[src/rtl/seg_pkg.sv]
// Shared 7-segment definitions for the display path: segment vector type,
// blank pattern and the hex-to-segment encoding ({a,b,c,d,e,f,g}, active high).
package seg_pkg;

   localparam int SEG_W = 7;

   typedef logic [SEG_W-1:0] seg_t;

   localparam seg_t SEG_BLANK = 7'h00;

   function automatic seg_t hex_to_seg(input logic [3:0] nib);
      seg_t seg;
      case (nib)
         4'h0: seg = 7'h7E;
         4'h1: seg = 7'h30;
         4'h2: seg = 7'h6D;
         4'h3: seg = 7'h79;
         4'h4: seg = 7'h33;
         4'h5: seg = 7'h5B;
         4'h6: seg = 7'h5F;
         4'h7: seg = 7'h70;
         4'h8: seg = 7'h7F;
         4'h9: seg = 7'h7B;
         4'hA: seg = 7'h77;
         4'hB: seg = 7'h1F;
         4'hC: seg = 7'h4E;
         4'hD: seg = 7'h3D;
         4'hE: seg = 7'h4F;
         default: seg = 7'h47;
      endcase
      return seg;
   endfunction

endpackage

[src/rtl/hex7_decoder.sv]
// Single-nibble 7-segment decoder, shared with the single-digit display path.
module hex7_decoder
   import seg_pkg::*;
(
   input  logic [3:0] nib,
   output seg_t       seg
);

   // Pure table lookup, no state.
   always_comb begin
      seg = hex_to_seg(nib);
   end

endmodule

[src/rtl/seg_scan_driver.sv]
// Time-multiplexed N-digit hex display driver. A slot timer steps one digit
// per DIGIT_CYCLES clocks; new frames are staged and only committed at a frame
// boundary (or at any time while scanning is disabled) so a frame never tears.
module seg_scan_driver
   import seg_pkg::*;
#(
   parameter int N_DIGITS     = 4,
   parameter int DIGIT_CYCLES = 50000
)(
   input  logic                    clk,
   input  logic                    rst,
   input  logic                    enable,
   input  logic                    load,
   input  logic [4*N_DIGITS-1:0]   data_in,
   input  logic [N_DIGITS-1:0]     blank_in,
   output logic [N_DIGITS-1:0]     an,
   output logic                    a,
   output logic                    b,
   output logic                    c,
   output logic                    d,
   output logic                    e,
   output logic                    f,
   output logic                    g,
   output logic                    pending,
   output logic                    frame_start
);

   localparam int DIV_W = $clog2(DIGIT_CYCLES);
   localparam int IDX_W = (N_DIGITS > 1) ? $clog2(N_DIGITS) : 1;

   localparam logic [DIV_W-1:0] DIV_LAST = DIV_W'(DIGIT_CYCLES - 1);
   localparam logic [IDX_W-1:0] IDX_LAST = IDX_W'(N_DIGITS - 1);

   logic [DIV_W-1:0]        div;
   logic [IDX_W-1:0]        idx;
   logic                    enable_q;
   logic [4*N_DIGITS-1:0]   disp_data;
   logic [N_DIGITS-1:0]     disp_blank;
   logic [4*N_DIGITS-1:0]   stg_data;
   logic [N_DIGITS-1:0]     stg_blank;

   logic                    slot_end;
   logic                    wrap;
   logic                    commit;

   logic [3:0]              cur_nib;
   logic                    cur_blank;
   logic [N_DIGITS-1:0]     an_sel;
   logic                    show;
   seg_t                    dec_seg;
   seg_t                    seg_out;

   assign slot_end = (div == DIV_LAST);
   assign wrap     = enable && slot_end && (idx == IDX_LAST);
   // While disabled nothing is visible, so the display may be updated freely.
   assign commit   = !enable || wrap;

   // Slot timer, digit index, frame pulse and registered enable.
   always_ff @(posedge clk) begin
      if (rst) begin
         div         <= '0;
         idx         <= '0;
         frame_start <= 1'b0;
         enable_q    <= 1'b0;
      end else begin
         enable_q <= enable;
         if (!enable) begin
            div         <= '0;
            idx         <= '0;
            frame_start <= 1'b0;
         end else begin
            frame_start <= wrap;
            if (slot_end) begin
               div <= '0;
               idx <= (idx == IDX_LAST) ? '0 : idx + 1'b1;
            end else begin
               div <= div + 1'b1;
            end
         end
      end
   end

   // Double buffer: a load on a commit edge bypasses the stage (newest wins).
   always_ff @(posedge clk) begin
      if (rst) begin
         disp_data  <= '0;
         disp_blank <= '0;
         stg_data   <= '0;
         stg_blank  <= '0;
         pending    <= 1'b0;
      end else if (commit) begin
         if (load) begin
            disp_data  <= data_in;
            disp_blank <= blank_in;
            pending    <= 1'b0;
         end else if (pending) begin
            disp_data  <= stg_data;
            disp_blank <= stg_blank;
            pending    <= 1'b0;
         end
      end else if (load) begin
         stg_data  <= data_in;
         stg_blank <= blank_in;
         pending   <= 1'b1;
      end
   end

   // Select the current digit's nibble, blank flag and anode bit.
   always_comb begin
      cur_nib   = '0;
      cur_blank = 1'b0;
      an_sel    = '0;
      for (int k = 0; k < N_DIGITS; k++) begin
         if (idx == IDX_W'(k)) begin
            cur_nib   = disp_data[4*k +: 4];
            cur_blank = disp_blank[k];
            an_sel[k] = 1'b1;
         end
      end
   end

   hex7_decoder u_dec (
      .nib (cur_nib),
      .seg (dec_seg)
   );

   assign show    = enable_q && !cur_blank;
   assign an      = show ? an_sel : '0;
   assign seg_out = show ? dec_seg : SEG_BLANK;
   assign {a, b, c, d, e, f, g} = seg_out;

endmodule

[config.mk]
export PLATFORM = sky130hd
export DESIGN_NAME = seg_scan_driver
export DESIGN_NICKNAME = d
export VERILOG_FILES = /design/src/rtl/seg_pkg.sv /design/src/rtl/hex7_decoder.sv /design/src/rtl/seg_scan_driver.sv
export SDC_FILE = /design/constraint.sdc
export NUM_CORES = 1
export LEC_CHECK = 0
export BUFFER_PORTS_ARGS = -buffer_cell sky130_fd_sc_hd__buf_2
export CAP_MARGIN = 25
export CORE_ASPECT_RATIO = 1.5
export CORE_MARGIN = 4
export CORE_UTILIZATION = 58
export CTS_CLUSTER_DIAMETER = 120
export CTS_CLUSTER_SIZE = 14
export DETAILED_ROUTE_END_ITERATION = 8
export PLACE_DENSITY = 0.79
export SYNTH_ARGS = -nofsm -noshare
export SYNTH_HDL_FRONTEND = slang
export SYNTH_SLANG_ARGS = --single-unit
export TNS_END_PERCENT = 5
[constraint.sdc]
create_clock -name clk -period 3.21 [get_ports clk]
set_input_delay 0.321 -clock clk [delete_from_list [all_inputs] [get_ports clk]]
set_output_delay 0.321 -clock clk [all_outputs]
set_load 0.01 [all_outputs]
==> out/results.tsv <==
stage	metric	value	unit
global_routing	grt_pass1_wl	11520	microns
power_and_ir_drop	power.total	0.001761	W
hold_path	holdCritPathClass	in -> reg	
final_layout	layout.cells.most_common	a21oi_1	
synthesis	synth_enable_flop_cells	0	
clock_network	clock_input_transition_at_the_sequential_cells_of_the_worst_setup_and_hold_paths	0.07	ns
clock_network	clock-root-buffer	clkbuf_8	
clock_network	htreeDepth	3	
synthesis	yosys_warnings	0	
routing	drt-pass1-iter-count	4	
synthesis	synth_cells	405	
routing	route.antenna.remaining_nets	0	
placement	hpwl	4892	microns
clock_network	cts_tree	yes	
sta	final_min_period_over_clock_period	0.9131	
floorplanning	die-height	97.84	microns
sta	rsz_0062_raised_after_global_routing	no	
worst_setup_path	critical-path-max-stage-delay	0.36	ns
power_and_ir_drop	power.share.sequential	0.464	
final_layout	drive_above_1_share	0.1455	
floorplanning	die_width	67.89	microns
power_and_ir_drop	switching_part_of_the_total_power	0.2485	
floorplanning	die_area	6642	sq um
sta	tightest_slew	0.6700	ns
worst_setup_path	worstSetupStartpointType	flop	
clock_network	cts_inserted_buffers	9	
synthesis	yosys_register_bits	61	
global_routing	grt_start_max_net_pins	42	
synthesis	synth-async-reset-ratio	0	
floorplanning	starting_density	0.6042	
final_layout	antenna_cells	0	
power_and_ir_drop	vdd_ir_drop_max	391.6	uV
power_and_ir_drop	clock_power_share	0.413	
routing	detail_route.iter0.violations	169	
synthesis	top_ff_cell_synth	dfxtp_1	
sta	fin_worst_skew	0.01226	ns
sta	count_of_final_hold_check_violations	0	
global_routing	grtUsageTotal	0.2239	
routing	via_per_inst	5.506	
sta	fmax	0.3412	GHz
worst_setup_path	ff2ff_path_depth	7	
global_routing	number_of_antenna_violations_at_the_first_check_in_global_routing	0	
worst_setup_path	worst_ep_required_time	2.89	ns
synthesis	sequential_fraction_of_the_synthesis_area	0.3913	
placement	gp_routability_congestion	0.9041	
clock_network	post_cts_hold_buffer_count	0	
outcome	run_status	completed	
worst_setup_path	cp_data_arrival_time	2.61	ns
global_routing	globalRoute.totalOverflow	0	
sta	min_period	2.931	ns
worst_setup_path	timing.critical_path.max_delay_family	adder cells	
sta	slew_headroom	0.5533	
synthesis	postSynthNetCount	440	
routing	wl_per_cell	13.52	microns
worst_setup_path	crit_buf_inv	3	
sta	setup_viol_count_final	0	
global_routing	first_global_vias	2542	
synthesis	syn_avg_cell_area	7.705	sq um
synthesis	syn_area	3120	sq um
routing	postRouteWirelength	6867	microns
synthesis	synth.distinct_cells	40	
floorplanning	floorplan.core_area	5165	sq um
clock_network	cts_sinks	61	
worst_setup_path	endpoint_kind	output port	
final_layout	layout_common_cells	69 x a21oi_1, 61 x dfxtp_1, 59 x nand2_1	
floorplanning	rows	32	
placement	io_buffer_count	36	
run	number_of_maximum_capacitance_constraint_violations	0	
worst_setup_path	crit_fanout	10	
power_and_ir_drop	p_int	0.001323	W
sta	timing_max_transition_violations_final	0	
power_and_ir_drop	power.density	496.7	nW/um^2
hold_path	holdPathStages	3	
clock_network	insertion_delay	0.34	ns
worst_setup_path	worst-setup-path-type	reg -> out	
worst_setup_path	crit_chain	inv_1 -> ha_1 -> nor2_1 -> o211ai_1 -> nand2_1 -> inv_1 -> ha_1 -> a21oi_1 -> o21ai_0 -> a21oi_1 -> buf_2	
sta	tns	0	ns
worst_setup_path	slowest_cell_on_crit_path	dfxtp_1	
power_and_ir_drop	leakage	1.469	nW
final_layout	synthToLayoutAreaGrowth	13.59	%
floorplanning	io_pins	37	
power_and_ir_drop	comb_power_share	0.123	
worst_setup_path	critical_path_cell_count	11	
final_layout	layout.nets	470	
clock_network	cts_max_path_buffers	2	
power_and_ir_drop	netSwitchingPower	0.0004375	W
routing	via_count	2797	
routing	detail_route.drc_violations	0	
-- synthesized netlist by cell type (2+ instances only) --
cell,instances,area [sq um]
a21oi_1,69,345.3
dfxtp_1,61,1221
nand2_1,59,221.5
nor2_1,49,183.9
inv_1,30,112.6
o22a_1,20,175.2
clkbuf_1,17,63.81
xnor2_1,12,105.1
ha_1,11,137.6
nor3_1,8,40.04
nor2b_1,7,43.79
a211oi_1,6,45.04
nand3_1,6,30.03
and3_1,4,25.02
nand3b_1,4,30.03
o21ai_0,4,20.02
xor2_1,4,35.03
and2_1,3,18.77
buf_2,3,15.01
buf_4,3,22.52
nor3b_1,3,22.52
buf_6,2,22.52
nand4_1,2,12.51
nand4bb_1,2,22.52
-- metrics by stage --
stage | util | hold slack, ns | area [sq um] | cells | setup slack (ns)
2_1_floorplan | - | 0.4130 | 3120 | 405 | 0.4885
3_3_place_gp | 0.6417 | 0.4256 | 3314 | 491 | 0.4485
3_5_place_dp | 0.6417 | 0.4310 | 3314 | 491 | 0.2950
4_1_cts | 0.6834 | 0.2168 | 3530 | 507 | 0.1966
5_1_grt | 0.6863 | 0.2153 | 3545 | 508 | 0.05517
6_report | 0.6863 | 0.2215 | 3545 | 508 | 0.2789
-- cell type report --
cell class                 instances  area, sq um
clock buffer                      12        135.1
clock inverter                     4        72.57
fill                             421         1620
inverter                          30        112.6
multi-input combinational        289         1678
sequential                        61         1221
tap                               68        85.08
timing repair buffer              44        240.2
-- what timing repair did --
item,CTS,global route
gates resized for setup,2,1
setup buffers,0,1
pin swaps,0,1
endpoints found under the setup margin,1,1
-- per-layer routing --
| layer | global-route usage | part of all wire | vias up |
|---|---|---|---|
| li1 | - | - | 1420 |
| met1 | 0.2632 | 0.42 | 1299 |
| met2 | 0.3781 | 0.52 | 63 |
| met3 | 0.06444 | 0.044 | 15 |
| met4 | 0.07963 | 0.020 | 0 |
| met5 | 0 | 0 | - |
-- power groups by stage --
stage	Sequential (W)	Combinational (W)	Clock [W]
CTS	0.000817	0.000213	0.000738
global route	0.000821	0.000244	0.000777
global placement	0.000833	0.000206	0
finish	0.000817	0.000217	0.000727
detailed placement	0.000834	0.000212	0
floorplan	0.000827	0.000158	0
-- flip-flops by register name, summed over array words and instances (netlist names) --
register and cells:
disp_data 16, div 16, stg_data 16, disp_blank 4, stg_blank 4, idx 2
enable_q 1, frame_start 1, pending 1
-- worst paths after layout --
check / from / to / slack (ns)
hold reg to reg: div[0] / div[0] / 0.44
hold / removal: blank_in[0] / stg_blank[0] / 0.22
setup reg to reg: div[4] / disp_data[9] / 0.93
setup / recovery: idx[0] / d / 0.28
-- kinds of logic (layout without fill, tap and decap cells) --
kind of cell | Yosys count | after routing | synth area share
simple gates | 154 | 154 | 0.2302
fa+ha+maj | 11 | 11 | 0.04411
xor+xnor | 16 | 16 | 0.04491
buf+inv | 55 | 90 | 0.07578
flops | 61 | 61 | 0.3913
compound gates | 108 | 108 | 0.2137
-- worst register-to-register path, cell delays in order, from the launching register on --
cell and delay (ns):
dfxtp_1 0.34, or4b_1 0.58, nor4_4 0.14, buf_4 0.20
nand2_2 0.08, a21oi_2 0.48, buf_4 0.27, o22a_1 0.13
(Power assumes the default switching activity.)
